$ cat config.mk
export PLATFORM = sky130hd
export DESIGN_NAME = ctrl_sequencer
export DESIGN_NICKNAME = d
export VERILOG_FILES = /design/src/rtl/ctrl_pkg.sv /design/src/rtl/ctrl_decode.sv /design/src/rtl/ctrl_sequencer.sv
export SDC_FILE = /design/constraint.sdc
export NUM_CORES = 1
export LEC_CHECK = 0
export BUFFER_PORTS_ARGS = -buffer_cell sky130_fd_sc_hd__buf_4
export CELL_PAD_IN_SITES_DETAIL_PLACEMENT = 0
export CELL_PAD_IN_SITES_GLOBAL_PLACEMENT = 2
export CORE_MARGIN = 3
export CORE_UTILIZATION = 26
export DETAILED_ROUTE_END_ITERATION = 16
export PLACE_DENSITY_LB_ADDON = 0.08
export SLEW_MARGIN = 40
export SYNTH_ARGS = -nofsm -noshare
export SYNTH_HDL_FRONTEND = slang
export SYNTH_SLANG_ARGS = --single-unit
export TNS_END_PERCENT = 20
$ cat constraint.sdc
create_clock -name clk -period 3.2 [get_ports clk]
set_clock_uncertainty 0.15 [all_clocks]
set_input_delay 0.16 -clock clk [delete_from_list [all_inputs] [get_ports clk]]
set_output_delay 0.16 -clock clk [all_outputs]
set_load 0.02 [all_outputs]
$ cat src/rtl/ctrl_pkg.sv
// Shared types and constants for the single-bus CPU control sequencer.
// State encoding, opcodes, ALU codes, bus-source and register-enable indices.
package ctrl_pkg;

   typedef enum logic [3:0] {
      S_IDLE,
      S_T0,
      S_T1,
      S_T2,
      S_T3,
      S_T4,
      S_T5,
      S_T6,
      S_T7,
      S_HALT
   } state_t;

   typedef struct packed {
      logic md_read;
      logic read_ram;
      logic write_ram;
      logic gra;
      logic grb;
      logic grc;
      logic r_in;
      logic r_out;
      logic ba_out;
   } strobe_t;

   localparam int OP_LD   = 0;
   localparam int OP_ST   = 2;
   localparam int OP_ADDI = 6;
   localparam int OP_ANDI = 7;
   localparam int OP_ORI  = 8;
   localparam int OP_HALT = 27;

   localparam int ALU_ADD   = 1;
   localparam int ALU_AND   = 3;
   localparam int ALU_OR    = 4;
   localparam int ALU_INCPC = 14;

   localparam int BUS_ZLO    = 19;
   localparam int BUS_PC     = 20;
   localparam int BUS_MDR    = 21;
   localparam int BUS_INPORT = 22;
   localparam int BUS_C      = 23;

   localparam int EN_Z   = 18;
   localparam int EN_Y   = 19;
   localparam int EN_PC  = 20;
   localparam int EN_MDR = 21;
   localparam int EN_IR  = 24;
   localparam int EN_MAR = 25;

endpackage

$ cat src/rtl/ctrl_decode.sv
// Combinational decode of sequencer state and opcode into datapath controls.
// Only the T1 PC enable looks at mem_ready, so PC steps once per fetch.
module ctrl_decode
   import ctrl_pkg::*;
#(
   parameter int NUM_SRC = 32,
   parameter int NUM_EN  = 32,
   parameter int OP_W    = 5
) (
   input  state_t              i_state,
   input  logic [OP_W-1:0]     i_op,
   input  logic                i_mem_ready,
   output logic [NUM_SRC-1:0]  o_bus_sel,
   output logic [NUM_EN-1:0]   o_enable,
   output logic [OP_W-1:0]     o_alu_op,
   output strobe_t             o_strb
);

   logic w_ld;
   logic w_st;
   logic w_addi;
   logic w_andi;
   logic w_ori;
   logic w_alui;
   logic w_ldst;

   assign w_ld   = (i_op == OP_W'(OP_LD));
   assign w_st   = (i_op == OP_W'(OP_ST));
   assign w_addi = (i_op == OP_W'(OP_ADDI));
   assign w_andi = (i_op == OP_W'(OP_ANDI));
   assign w_ori  = (i_op == OP_W'(OP_ORI));
   assign w_alui = w_addi | w_andi | w_ori;
   assign w_ldst = w_ld | w_st;

   // Moore-style control word per state; everything idle by default
   always_comb begin
      o_bus_sel = '0;
      o_enable  = '0;
      o_alu_op  = '0;
      o_strb    = '0;
      unique case (i_state)
         S_T0: begin
            o_bus_sel[BUS_PC] = 1'b1;
            o_enable[EN_MAR]  = 1'b1;
            o_enable[EN_Z]    = 1'b1;
            o_alu_op          = OP_W'(ALU_INCPC);
         end
         S_T1: begin
            o_bus_sel[BUS_ZLO] = 1'b1;
            o_enable[EN_PC]    = i_mem_ready;
            o_enable[EN_MDR]   = 1'b1;
            o_strb.md_read     = 1'b1;
            o_strb.read_ram    = 1'b1;
         end
         S_T2: begin
            o_bus_sel[BUS_MDR] = 1'b1;
            o_enable[EN_IR]    = 1'b1;
         end
         S_T3: begin
            if (w_alui) begin
               o_strb.grb      = 1'b1;
               o_strb.r_out    = 1'b1;
               o_enable[EN_Y]  = 1'b1;
            end else if (w_ldst) begin
               o_strb.grb      = 1'b1;
               o_strb.ba_out   = 1'b1;
               o_enable[EN_Y]  = 1'b1;
            end
         end
         S_T4: begin
            o_bus_sel[BUS_C] = 1'b1;
            o_enable[EN_Z]   = 1'b1;
            if (w_addi | w_ldst)
               o_alu_op = OP_W'(ALU_ADD);
            else if (w_andi)
               o_alu_op = OP_W'(ALU_AND);
            else if (w_ori)
               o_alu_op = OP_W'(ALU_OR);
         end
         S_T5: begin
            o_bus_sel[BUS_ZLO] = 1'b1;
            if (w_alui) begin
               o_strb.gra  = 1'b1;
               o_strb.r_in = 1'b1;
            end else if (w_ldst) begin
               o_enable[EN_MAR] = 1'b1;
            end
         end
         S_T6: begin
            if (w_ld) begin
               o_strb.md_read   = 1'b1;
               o_strb.read_ram  = 1'b1;
               o_enable[EN_MDR] = 1'b1;
            end else if (w_st) begin
               o_strb.gra       = 1'b1;
               o_strb.r_out     = 1'b1;
               o_enable[EN_MDR] = 1'b1;
            end
         end
         S_T7: begin
            if (w_ld) begin
               o_bus_sel[BUS_MDR] = 1'b1;
               o_strb.gra         = 1'b1;
               o_strb.r_in        = 1'b1;
            end else if (w_st) begin
               o_strb.write_ram   = 1'b1;
            end
         end
         default: begin
         end
      endcase
   end

endmodule

$ cat src/rtl/ctrl_sequencer.sv
// Hardwired fetch/execute sequencer for the single-bus CPU datapath.
// Optional SINGLE_STEP_EN adds a step input: one instruction per step edge.
module ctrl_sequencer
   import ctrl_pkg::*;
#(
   parameter int NUM_SRC = 32,
   parameter int NUM_EN  = 32,
   parameter int OP_W    = 5,
   parameter int CNT_W   = 16
) (
   input  logic               clk,
   input  logic               clr,
   input  logic               run,
`ifdef SINGLE_STEP_EN
   input  logic               step,
`endif
   input  logic [OP_W-1:0]    ir_op,
   input  logic               mem_ready,
   output logic [NUM_SRC-1:0] bus_sel,
   output logic [NUM_EN-1:0]  enable,
   output logic [OP_W-1:0]    alu_op,
   output logic               md_read,
   output logic               read_ram,
   output logic               write_ram,
   output logic               gra,
   output logic               grb,
   output logic               grc,
   output logic               r_in,
   output logic               r_out,
   output logic               ba_out,
   output logic               busy,
   output logic               halted,
   output logic [CNT_W-1:0]   instr_count
);

   state_t           r_state;
   state_t           w_next;
   logic [OP_W-1:0]  r_op_q;
   logic [CNT_W-1:0] r_count;
   logic [OP_W-1:0]  w_op;
   logic             w_retire;
   logic             w_start;
   logic             w_cont;
   logic             w_ld;
   logic             w_st;
   logic             w_alui;
   logic             w_halt_op;
   strobe_t          w_strb;

`ifdef SINGLE_STEP_EN
   logic r_step_q;

   // Registered copy of step for rising-edge detection
   always_ff @(posedge clk or negedge clr) begin
      if (!clr)
         r_step_q <= 1'b0;
      else
         r_step_q <= step;
   end

   assign w_start = run & step & ~r_step_q;
   assign w_cont  = 1'b0;
`else
   assign w_start = run;
   assign w_cont  = run;
`endif

   // IR is only valid from T3; op_q carries the opcode afterwards
   assign w_op      = (r_state == S_T3) ? ir_op : r_op_q;
   assign w_ld      = (w_op == OP_W'(OP_LD));
   assign w_st      = (w_op == OP_W'(OP_ST));
   assign w_alui    = (w_op == OP_W'(OP_ADDI)) |
                      (w_op == OP_W'(OP_ANDI)) |
                      (w_op == OP_W'(OP_ORI));
   assign w_halt_op = (w_op == OP_W'(OP_HALT));

   // State, latched opcode and retired-instruction counter
   always_ff @(posedge clk or negedge clr) begin
      if (!clr) begin
         r_state <= S_IDLE;
         r_op_q  <= '0;
         r_count <= '0;
      end else begin
         r_state <= w_next;
         if (r_state == S_T3)
            r_op_q <= ir_op;
         if (w_retire)
            r_count <= r_count + 1'b1;
      end
   end

   // Next-state logic; retire decides between next fetch and idle
   always_comb begin
      w_next   = r_state;
      w_retire = 1'b0;
      unique case (r_state)
         S_IDLE: if (w_start) w_next = S_T0;
         S_T0:   w_next = S_T1;
         S_T1:   if (mem_ready) w_next = S_T2;
         S_T2:   w_next = S_T3;
         S_T3: begin
            if (w_halt_op)
               w_next = S_HALT;
            else if (w_alui | w_ld | w_st)
               w_next = S_T4;
            else
               w_retire = 1'b1;
         end
         S_T4:   w_next = S_T5;
         S_T5: begin
            if (w_alui)
               w_retire = 1'b1;
            else
               w_next = S_T6;
         end
         S_T6: begin
            if (!w_ld || mem_ready)
               w_next = S_T7;
         end
         S_T7: begin
            if (w_ld || mem_ready)
               w_retire = 1'b1;
         end
         S_HALT: w_next = S_HALT;
         default: w_next = S_IDLE;
      endcase
      if (w_retire)
         w_next = w_cont ? S_T0 : S_IDLE;
   end

   ctrl_decode #(
      .NUM_SRC (NUM_SRC),
      .NUM_EN  (NUM_EN),
      .OP_W    (OP_W)
   ) u_decode (
      .i_state     (r_state),
      .i_op        (w_op),
      .i_mem_ready (mem_ready),
      .o_bus_sel   (bus_sel),
      .o_enable    (enable),
      .o_alu_op    (alu_op),
      .o_strb      (w_strb)
   );

   assign md_read     = w_strb.md_read;
   assign read_ram    = w_strb.read_ram;
   assign write_ram   = w_strb.write_ram;
   assign gra         = w_strb.gra;
   assign grb         = w_strb.grb;
   assign grc         = w_strb.grc;
   assign r_in        = w_strb.r_in;
   assign r_out       = w_strb.r_out;
   assign ba_out      = w_strb.ba_out;
   assign busy        = (r_state != S_IDLE) && (r_state != S_HALT);
   assign halted      = (r_state == S_HALT);
   assign instr_count = r_count;

endmodule
## After elaboration in Yosys (flattened, before gate mapping)

Cells that the tools add are included.

- Input port bits: 9
- Word-level logic and storage cells: 84
- Flip-flop bits (word level): 25

- $add $sub $neg: 1
- Muxes and demuxes: 43
- Bitwise gates (word level): 6
- Eq/ne operators: 21
- Reductions and logical operators: 10

Operators by type and width:

| cell | number |
|---|---|
| one-hot mux 4 bit (10 select lines) | 1 |
| two-way mux 4 bit | 7 |
| two-way mux 1 bit | 21 |
| adder 16 x 1 -> 16 bit (second input constant) | 1 |
| == test 4 x 3 -> 1 bit (second input constant) | 4 |
| two-way mux 5 bit | 3 |
| inequality test 3 bit (second input constant) | 4 |
| == test 5 x 3 -> 1 bit (second input constant) | 2 |
| one-hot mux 1 bit (2 select lines) | 5 |
| one-hot mux 5 bit (2 select lines) | 1 |
| == test 4 x 2 -> 1 bit (second input constant) | 2 |
| == test 4 bit (second input constant) | 2 |
| OR 1 bit | 6 |
| one-hot mux 1 bit (3 select lines) | 2 |
| AND reduction 6 bit | 1 |
| == test 5 x 2 -> 1 bit (second input constant) | 1 |
| == test 5 x 4 -> 1 bit (second input constant) | 1 |
| == test 5 bit (second input constant) | 1 |
| logical NOT 5 bit | 1 |
| == test 4 x 1 -> 1 bit (second input constant) | 1 |
| logical NOT 4 bit | 1 |
| inequality test 4 x 3 -> 1 bit (second input constant) | 1 |
| inequality test 4 bit (second input constant) | 1 |
| one-hot mux 2 bit (2 select lines) | 1 |
| 8 further kinds | 10 |

## Longest topological paths before layout

- Depth in word-level cells: 12
- Depth in mapped cells: 8

## By module

From an unflattened synthesis, not the netlist that was laid out.

- Cells, all modules: 242
- Area, all modules: 2162.1 um^2

Modules (own cells, without submodules):

| module | area an instance (um^2) | times used | cells an instance | sequential area each (um^2) |
|---|---|---|---|---|
| ctrl_sequencer | 1430.1 | 1 | 138 | 625.6 |
| ctrl_decode | 732.0 | 1 | 104 | 0.0 |

## Least setup slack after synthesis

OpenSTA, ideal clock, no wires.

- Kind: reg2out
- Start point: reg r_state[0]
- End point: out enable[19]
- Buffers on the path: 3
- Slack: 166 ps
- Cell stages (with the launch flop): 7
- Arrival time: 2724 ps
- Data required time: 2890 ps
- Path through: dfrtp_1 > clkbuf_1 > nor4b_2 > buf_2 > nand2b_1 > a2111oi_0 > buf_4

- Longest elaborated chain between the ends: 7

RTL lines:

| element | RTL line | RTL |
|---|---|---|
| from (decl) | ctrl_sequencer.sv:36 | `state_t r_state;` |
| from (signal assigned) | ctrl_sequencer.sv:84 | `r_state <= w_next;` |
| == test 4 x 3 -> 1 bit (*) | - |  |
| two-way mux 5 bit | - |  |
| == test 5 x 2 -> 1 bit, or another cell as far along | ctrl_decode.sv:28 | `assign w_st = (i_op == OP_W'(OP_ST));` |
| OR 1 bit, on equally long branches | ctrl_decode.sv:33, ctrl_decode.sv:32 |  |
| two-way mux 1 bit / OR 1 bit (equally long branches) | - |  |
| two-way mux 1 bit | - |  |
| two-way mux 1 bit (*) | - |  |
| to (decl) | ctrl_sequencer.sv:20 | `output logic [NUM_EN-1:0] enable,` |

Mark *: on every way between the ends. The rest lies on a longest branch, timed or not.

## Worst setup path after layout

- Start point: reg r_state[1]
- End point: out r_out

- Longest elaborated chain between the ends: 7

RTL lines:

| element | RTL line | RTL |
|---|---|---|
| == test 4 x 3 -> 1 bit | ctrl_decode.sv:41, ctrl_sequencer.sv:69 |  |
| two-way mux 5 bit | - |  |
| == test 5 x 3 -> 1 bit, on equally long branches | ctrl_decode.sv:29, ctrl_decode.sv:30 |  |
| OR 1 bit (2 in series) | ctrl_decode.sv:32 | `assign w_alui = w_addi \| w_andi \| w_ori;` |
| two-way mux 1 bit | ctrl_decode.sv:60 | `if (w_alui) begin` |
| one-hot mux 1 bit (2 select lines) (*) | ctrl_decode.sv:41 | `unique case (i_state)` |
| to (decl) | ctrl_sequencer.sv:29 | `output logic r_out,` |

Marks and branches as above.

==> flow_summary.ini <==
[clock_tree]
postCtsResizedCells = 0
cts-buffers-inserted = 3
clockBufferDepth = 2
tritoncts = yes
cts_sinks = 25
cts-root-buf = clkbuf_8
htreeDepth = 1
clkTransAtPathRegs_ns = 0.09
clk_latency_ns = 0.27

[floorplanning]
dieHeight_microns = 96.6
die_w_microns = 96.6
rows = 32
initial_core_util_pct = 27.2
coreArea_sq_um = 7850
die_area_sq_um = 9340
pin_count = 105

[critical_path]
worstPathRequired_ns = 2.89
critPathKind = flop to output pin
critical_path.max_stage_delay_ns = 0.57
worst_ep_arrival_time_ns = 2.49
path_cells = nor4b_2 > buf_4 > mux2i_1 > or4_1 > o21ai_0 > buf_4
path_max_fanout = 14
end_kind = output pin
cp_num_buf_inv = 2
cp_top_family = simple AND/OR/NAND/NOR gates
slowest_stage = or4_1
crit_path_start_kind = flop
cp_common_cell = buf_4

[sta]
fin_tns_setup_ns = 0
tightest_slew_ns = 0.586
slew-limit-headroom_pct = 59.9
setup_viol = 0
setup_ws_ns = 0.399
finalHoldViolCount = 0
min_period_ns = 2.80
finalCritPeriodShare_pct = 87.5
drv_slew = 0
fin_hold_ws_ns = 0.0443
rsz0062_at_grt = no
max_freq_mhz = 357

[logic_synthesis]
ys_ff_latch = 25
synth_cell_types = 59
yosysSeqAreaShare_pct = 29.3
synthCells = 240
netlist_area_sq_um = 2140
ys_top_cells_by_count = 59 x buf_4, 25 x dfrtp_1, 15 x xnor2_1, 14 x nor2_1, 11 x nand2_1
synthDominantCellAreaShare_pct = 29.3
yosysMostFrequentCell = buf_4
synth_edf_count = 0
synth_top_area_cell = dfrtp_1
ys_warn_count = 0
yosys-top-cells-area = dfrtp_1 29%, buf_4 21%, xnor2_1 6.2%
synthArstFlopShare_pct = 100
synth_area_per_cell_sq_um = 8.90
synthFlopType = dfrtp_1

[route]
wire_per_inst_microns = 13.7
dr.pass1.iters = 4
drc_errors = 0
ant_nets = 0
avgViaCountPerCell = 4.24
drt_iter0_drc = 22
route.final.wire_length_microns = 5310
vias = 1640

[power]
p_seq_share_pct = 30.9
intPower_uw = 889
clockPowerShare_pct = 10.8
vdd_drop_max_mv = 0.210
p_per_area_nw_per_um2 = 714
fin_total_pwr_mw = 1.74
leakage_nw = 1.13
power_frac_comb_pct = 58.3
p_sw_share_pct = 48.9
p_switching_uw = 850

[worst_hold_path]
hold_class = input port to flop

[placed_design]
dp_hpwl_microns = 4170
routabilityCongestion = 0.700
portBuffers = 48
place_worst_setup_slack_ns = 0.648

[finish]
drive_above_1_share_pct = 25.6
fin_nets = 296
diodes = 0
fillCellCount = 885
final_util_pct = 31.0
syn2layout_area_growth_pct = 14.0

[global_routing]
grt_pass1_wl_microns = 8360
track_usage_pct = 10.7
antenna_found_initial = 0
grt_pass1_vias = 1615
grt_start_max_net_pins = 26
grt_overflow = 0

[run_status]
status = complete, no violations

[run]
cap_violations = 0
==> flip-flops by register name, summed over array words and instances, names as in the netlist <==
signal       cells
instr_count     16
r_op_q           5
r_state          4
==> placed cells by master, fill, tap and decap left out, types with 2 or more instances in the layout <==
cell and count:
nor2_1 14, mux2_2 3, o211ai_1 4, and2_1 4
a21oi_1 9, dfrtp_1 25, nand2b_1 5, o41ai_1 2
o21bai_2 2, o21ai_0 6, inv_1 6, nor4b_1 2
or3_1 3, nand3_1 4, mux2i_1 4, conb_1 56
nand2_1 11, nand4_1 4, xor2_1 2, nor4_1 2
xnor2_1 15, and3_1 2, buf_4 53, or4_1 4
nor2b_1 2, dlygate4sd3_1 2, o2111ai_1 5, clkbuf_8 3
or2_2 2
==> repair_timing <==
action                     in CTS  in global routing
setup endpoints to repair       0                  0
buffers inserted                0                  0
hold buffers                    2                  0
hold endpoints to repair       26                  0
==> stage by stage <==
| step | cells | area [sq um] |
|---|---|---|
| floorplan | 295 | 2340 |
| global route | 387 | 2430 |
| detailed placement | 381 | 2370 |
| CTS | 387 | 2430 |
| global placement | 381 | 2370 |
| finish | 387 | 2430 |
==> metal layers <==
layer	share of wire, %	GRT usage [%]
met3	5.1	2.02
met5	0	0
met2	47	17.5
met4	0.30	1.62
met1	47	14.9
==> cells by family after synthesis <==
family	synth area share, %
buf+inv	24.4
simple gates	19.0
compound gates	15.3
flops	29.3
xor+xnor	6.97
mux	4.16
fa+ha+maj	0.586
other cells	0.176
==> final cells by class <==
| type | instances | area, sq um | area share [%] |
|---|---|---|---|
| Sequential cell | 25 | 626 | 25.7 |
| Inverter | 6 | 22.5 | 0.925 |
| Clock inverter | 1 | 5.00 | 0.206 |
| Clock buffer | 3 | 41.3 | 1.70 |
| Multi-Input combinational cell | 195 | 1190 | 49.1 |
| Tap cell | 102 | 128 | 5.24 |
| Timing Repair Buffer | 55 | 418 | 17.2 |
==> power by group through the flow <==
stage	clock, mW	combinational (mW)	sequential (mW)
3_3_place_gp	0	1.03	0.557
3_5_place_dp	0	1.02	0.546
2_1_floorplan	0	0.760	0.506
5_1_grt	0.212	1.11	0.556
6_report	0.187	1.01	0.537
4_1_cts	0.198	1.03	0.541
==> worst paths after layout <==
| path | startpoint | end | slack (ns) | cells after the start |
|---|---|---|---|---|
| worst max-delay path | r_state[1] | r_out | 0.40 | 6 |
| worst min-delay path | ir_op[3] | r_op_q[3] | 0.04 | 2 |
| worst max register to register | r_op_q[1] | instr_count[1] | 0.68 | 5 |
| worst min register to register | instr_count[15] | instr_count[15] | 0.35 | 1 |
| max in group asynchronous | clr | instr_count[15] | 2.47 | 2 |
| min in group asynchronous | clr | instr_count[14] | 0.17 | 2 |
(Power assumes the default switching activity.)
